**src/rtl/mips_pkg.sv**
```systemverilog
// Shared MIPS definitions: fetch FSM states, instruction memory depth and word widths.
package mips_pkg;

  localparam int IMEM_DEPTH  = 16;
  localparam int INSTR_WIDTH = 32;
  localparam int ADDR_WIDTH  = 32;

  typedef enum logic [1:0] {
    ST_IDLE  = 2'd0,
    ST_FETCH = 2'd1,
    ST_DRAIN = 2'd2,
    ST_HALT  = 2'd3
  } fetch_state_t;

endpackage

```
**src/rtl/ifetch_out_reg.sv**
```systemverilog
// One-entry valid/ready output stage between instruction fetch and decode.
// Flush beats capture; acceptance without capture empties the stage.
module ifetch_out_reg
  import mips_pkg::*;
#(
  parameter int ADDR_W = ADDR_WIDTH,
  parameter int DATA_W = INSTR_WIDTH
) (
  input  logic              clk,
  input  logic              rst_n,
  input  logic              capture,
  input  logic              flush,
  input  logic              ready,
  input  logic [DATA_W-1:0] instr,
  input  logic [ADDR_W-1:0] pc,
  output logic              valid,
  output logic [DATA_W-1:0] out_instr,
  output logic [ADDR_W-1:0] out_pc
);

  logic              valid_reg;
  logic [DATA_W-1:0] instr_reg;
  logic [ADDR_W-1:0] pc_reg;

  always_ff @(posedge clk or negedge rst_n) begin
    if (!rst_n) begin
      valid_reg <= 1'b0;
      instr_reg <= '0;
      pc_reg    <= '0;
    end else if (flush) begin
      valid_reg <= 1'b0;
    end else if (capture) begin
      valid_reg <= 1'b1;
      instr_reg <= instr;
      pc_reg    <= pc;
    end else if (ready) begin
      valid_reg <= 1'b0;
    end
  end

  assign valid     = valid_reg;
  assign out_instr = instr_reg;
  assign out_pc    = pc_reg;

endmodule

```
**src/rtl/instr_fetch_ctrl.sv**
```systemverilog
// Instruction fetch sequencer: owns the PC, drives instruction memory, feeds decode.
// IFETCH_WRAP_EN: when defined, PC wraps to 0 after DEPTH-1 instead of draining to HALT.
module instr_fetch_ctrl
  import mips_pkg::*;
#(
  parameter int          ADDR_W   = ADDR_WIDTH,
  parameter int          DATA_W   = INSTR_WIDTH,
  parameter int          DEPTH    = IMEM_DEPTH,
  parameter int unsigned RESET_PC = 0
) (
  input  logic              clk,
  input  logic              rst_n,
  input  logic              start,
  output logic [ADDR_W-1:0] instr_addr,
  input  logic [DATA_W-1:0] instr,
  input  logic              redirect_valid,
  input  logic [ADDR_W-1:0] redirect_pc,
  output logic              if_valid,
  input  logic              if_ready,
  output logic [DATA_W-1:0] if_instr,
  output logic [ADDR_W-1:0] if_pc,
  output logic              busy,
  output logic              halted,
  output logic              fault
);

  localparam logic [ADDR_W-1:0] START_PC = ADDR_W'(RESET_PC);
  localparam logic [ADDR_W-1:0] LAST_PC  = ADDR_W'(DEPTH - 1);
  localparam logic [ADDR_W-1:0] DEPTH_A  = ADDR_W'(DEPTH);

  fetch_state_t      state_reg, state_next;
  logic [ADDR_W-1:0] pc_reg, pc_next;
  logic              fault_reg, fault_next;
  logic              capture, flush;

  always_ff @(posedge clk or negedge rst_n) begin
    if (!rst_n) begin
      state_reg <= ST_IDLE;
      pc_reg    <= START_PC;
      fault_reg <= 1'b0;
    end else begin
      state_reg <= state_next;
      pc_reg    <= pc_next;
      fault_reg <= fault_next;
    end
  end

  always_comb begin
    state_next = state_reg;
    pc_next    = pc_reg;
    fault_next = fault_reg;
    capture    = 1'b0;
    flush      = 1'b0;
    case (state_reg)
      ST_IDLE, ST_HALT: begin
        if (start) begin
          state_next = ST_FETCH;
          pc_next    = START_PC;
          fault_next = 1'b0;
        end
      end
      ST_FETCH, ST_DRAIN: begin
        if (redirect_valid) begin
          // Redirect outranks capture and the end-of-program transition.
          flush = 1'b1;
          if (redirect_pc < DEPTH_A) begin
            state_next = ST_FETCH;
            pc_next    = redirect_pc;
          end else begin
            state_next = ST_HALT;
            fault_next = 1'b1;
          end
        end else if (state_reg == ST_FETCH) begin
          if (!if_valid || if_ready) begin
            capture = 1'b1;
            if (pc_reg == LAST_PC) begin
`ifdef IFETCH_WRAP_EN
              pc_next = '0;
`else
              state_next = ST_DRAIN;
`endif
            end else begin
              pc_next = pc_reg + ADDR_W'(1);
            end
          end
        end else if (if_valid && if_ready) begin
          state_next = ST_HALT;
        end
      end
      default: state_next = ST_IDLE;
    endcase
  end

  ifetch_out_reg #(
    .ADDR_W(ADDR_W),
    .DATA_W(DATA_W)
  ) u_out_reg (
    .clk      (clk),
    .rst_n    (rst_n),
    .capture  (capture),
    .flush    (flush),
    .ready    (if_ready),
    .instr    (instr),
    .pc       (pc_reg),
    .valid    (if_valid),
    .out_instr(if_instr),
    .out_pc   (if_pc)
  );

  assign instr_addr = pc_reg;
  assign busy       = (state_reg == ST_FETCH) || (state_reg == ST_DRAIN);
  assign halted     = (state_reg == ST_HALT);
  assign fault      = fault_reg;

endmodule

```
**config.mk**
```make
export PLATFORM = sky130hd
export DESIGN_NAME = instr_fetch_ctrl
export DESIGN_NICKNAME = d
export VERILOG_FILES = /design/src/rtl/mips_pkg.sv /design/src/rtl/ifetch_out_reg.sv /design/src/rtl/instr_fetch_ctrl.sv
export SDC_FILE = /design/constraint.sdc
export NUM_CORES = 1
export LEC_CHECK = 0
export ABC_AREA = 1
export ABC_CLOCK_PERIOD_IN_PS = 3600
export CORE_ASPECT_RATIO = 0.6
export CORE_UTILIZATION = 52
export CTS_BUF_LIST = sky130_fd_sc_hd__clkbuf_4
export DETAILED_ROUTE_END_ITERATION = 8
export PLACE_DENSITY_LB_ADDON = 0.1
export SYNTH_ARGS = -nofsm -noshare
export SYNTH_HDL_FRONTEND = slang
export SYNTH_SLANG_ARGS = --single-unit
```
**constraint.sdc**
```tcl
create_clock -name clk -period 3.6 [get_ports clk]
set_input_delay 0.36 -clock clk [delete_from_list [all_inputs] [get_ports clk]]
set_output_delay 0.36 -clock clk [all_outputs]
set_load 0.1 [all_outputs]
```
==> impl_metrics.csv <==
group,metric,value,unit
place,place_inst,917,
floorplanning,initial_utilization,54.9,%
clock_network,cts-root-buf,"clkbuf_4",
detailed_routing,drt_iter0_drc,382,
global_route,grt-ovfl-total,0,
floorplanning,rows,27,
global_route,gr-usage-all-layers,28.4,%
critical_path,path_class,"flop to output port",
detailed_routing,postRouteWirelength,13900,microns
clock_network,tritoncts,"done",
min_path,hp-class,"input port to asynchronous set/reset pin",
cells_and_area,fillCellCount,716,
timing,setup_viol,0,
timing,finClkSkew,0.0175,ns
yosys,synth_nets,710,
cells_and_area,utilization,74.8,%
timing,grt_setup_unrepaired,"false",
place,port_buffers,168,
yosys,postSynthRegisterBits,100,
global_route,grt_pass1_wl,22400,microns
cells_and_area,multiInputGateArea,0.00235,sq mm
detailed_routing,wire_per_inst,14.9,microns
critical_path,path_cells,"ha_1, clkdlybuf4s50_1",
flow_run,cap_viol_max_count,0,
critical_path,worstSetupStartpointType,"flop",
detailed_routing,via_per_inst,5.32,
place,place.gp.congestion,0.885,
place,dpl.hpwl,10000,microns
clock_network,ctsHoldBuffers,0,
critical_path,crit_path_max_incr_delay,1.14,ns
timing,slew_headroom,32.6,%
clock_network,clock_latency,0.47,ns
cells_and_area,final_cell_mix,"219 x nand2_1, 166 x clkdlybuf4s50_1, 100 x dfrtp_1",
global_route,antenna_found_initial,0,
critical_path,cp.arrival,2.21,ns
yosys,yosysWarnings,0,
cells_and_area,fin_cells,933,
cells_and_area,antenna_cells,0,
floorplanning,io-pin-count,169,
critical_path,crit_fanout,4,
critical_path,endpoint_kind,"output port",
timing,hold_violations,0,
yosys,ys_types,33,
detailed_routing,drtPass1Iterations,6,
clock_network,cts_setup_buffers,0,
critical_path,slowest_stage,"clkdlybuf4s50_1",
clock_network,cts_resized,0,
timing,finalCriticalPeriod,2.57,ns
floorplanning,die_area,0.0104,sq mm
clock_network,htree_levels,3,
cells_and_area,area_delta_synth_final,36.2,%
timing,maxSlewViolCount,0,
cells_and_area,finalNetCount,871,
cells_and_area,final-seq-area,0.00250,sq mm
timing,max_freq,388,MHz
clock_network,clk_pin_slew,0.15,ns
critical_path,required,3.24,ns
yosys,ys_seq_area_share,48.3,%
yosys,avgSynthCellArea,8.13,sq um
yosys,syn_area,0.00518,sq mm
clock_network,clock_path_buffers,2,
floorplanning,core_area,0.00943,sq mm
timing,tightest_slew,1.01,ns
timing,fin_setup_tns,0,ns
floorplanning,dieWidth,131,microns
clock_network,cts_made_buffers,9,
detailed_routing,vias,4963,
global_route,first_global_vias,4673,
outcome,outcome,"finished clean",
timing,post-route-period-util,71.5,%
yosys,netlist_instances,637,
floorplanning,fp.dieH,79.3,microns
cells_and_area,drive_above_1_share,9.46,%
detailed_routing,ant_nets,0,
global_route,grt_max_degree,95,
detailed_routing,drc_errors,0,
clock_network,cts.sinks,100,
cells_and_area,final_common_cell,"nand2_1",
## worst paths after layout
check                      slack [ns]  cells after the start                                  to                        startpoint
setup / recovery                 1.03                      2                              halted          state_reg[0]$_DFFE_PN0P_
hold / removal                   0.04                      1    u_out_reg.out_pc[18]$_DFFE_PN0P_                             rst_n
setup reg to reg                 1.14                      7  u_out_reg.out_instr[9]$_DFFE_PN0P_          state_reg[0]$_DFFE_PN0P_
hold reg to reg                  0.51                      2    u_out_reg.out_pc[18]$_DFFE_PN0P_  u_out_reg.out_pc[18]$_DFFE_PN0P_
max in group asynchronous        2.64                      2          instr_addr[16]$_DFFE_PN0P_                             rst_n
min in group clk                 0.49                      2  u_out_reg.out_instr[9]$_DFFE_PN0P_                          instr[9]
## metal layers
metal | global-route usage, % | vias to the layer above | routed length (microns)
li1 | - | 2372 | -
met4 | 7.93 | 0 | 165
met5 | 0 | - | 0
met2 | 44.8 | 245 | 6380
met3 | 8.56 | 24 | 1350
met1 | 37.9 | 2322 | 6050
## layout make-up
type / count / area share (%)
inverter: 50 / 2.66
sequential: 100 / 35.5
tap: 130 / 2.31
clock buffer: 11 / 1.17
multi-input combinational: 466 / 33.4
clock inverter: 5 / 0.745
timing repair buffer: 171 / 24.3
## synthesized netlist by cell type
cell	count	area [sq um]
nand2_1	220	826
dfrtp_1	100	2500
o21ai_0	65	325
nor2_1	59	221
inv_1	47	176
mux2_2	34	383
nand3_1	29	145
o21ai_1	11	55.1
nand4_1	9	56.3
clkbuf_1	7	26.3
a21oi_1	5	25.0
buf_2	5	25.0
nor2_4	5	56.3
nor3_1	5	25.0
buf_6	4	45.0
ha_1	4	50.1
nand2_2	4	25.0
nor2_2	4	25.0
buf_4	3	22.5
a22oi_1	2	15.0
inv_2	2	7.51
nand2_4	2	22.5
a21oi_4	1	16.3
a31oi_1	1	6.26
clkbuf_8	1	13.8
clkinv_1	1	3.75
dlymetal6s2s_1	1	12.5
mux2_1	1	11.3
nand3_2	1	10.0
nand3b_1	1	7.51
nand3b_4	1	20.0
nor4_1	1	6.26
xor2_1	1	8.76
## cell families after synthesis
| logic type | synth area share (%) |
|---|---|
| DFF | 48.3 |
| and+or+nand+nor | 27.9 |
| buffers and inverters | 6.43 |
| muxes | 7.61 |
| AOI/OAI and AO/OA | 8.55 |
| adders and majority gates | 0.967 |
| xor gates and xnor gates | 0.169 |
## stage by stage
stage	area (sq um)	setup WS, ns	hold WS [ns]
final	7050	1.03	0.0391
after global routing	7050	0.918	0.0969
after CTS	7050	0.988	0.0690
after detailed placement	6920	1.12	0.475
after global placement	6920	1.16	0.465
after floorplan	5180	1.27	0.0644
## worst max-delay path, delay by kind of cell, from the launching register on
kind / cells / cell delay (ns)
flops: 1 / 0.42
buf+inv: 1 / 1.14
fa+ha+maj: 1 / 0.19
Power is not shown: default switching activity piles up to over one toggle a cycle in this logic, so the estimate is an artifact.
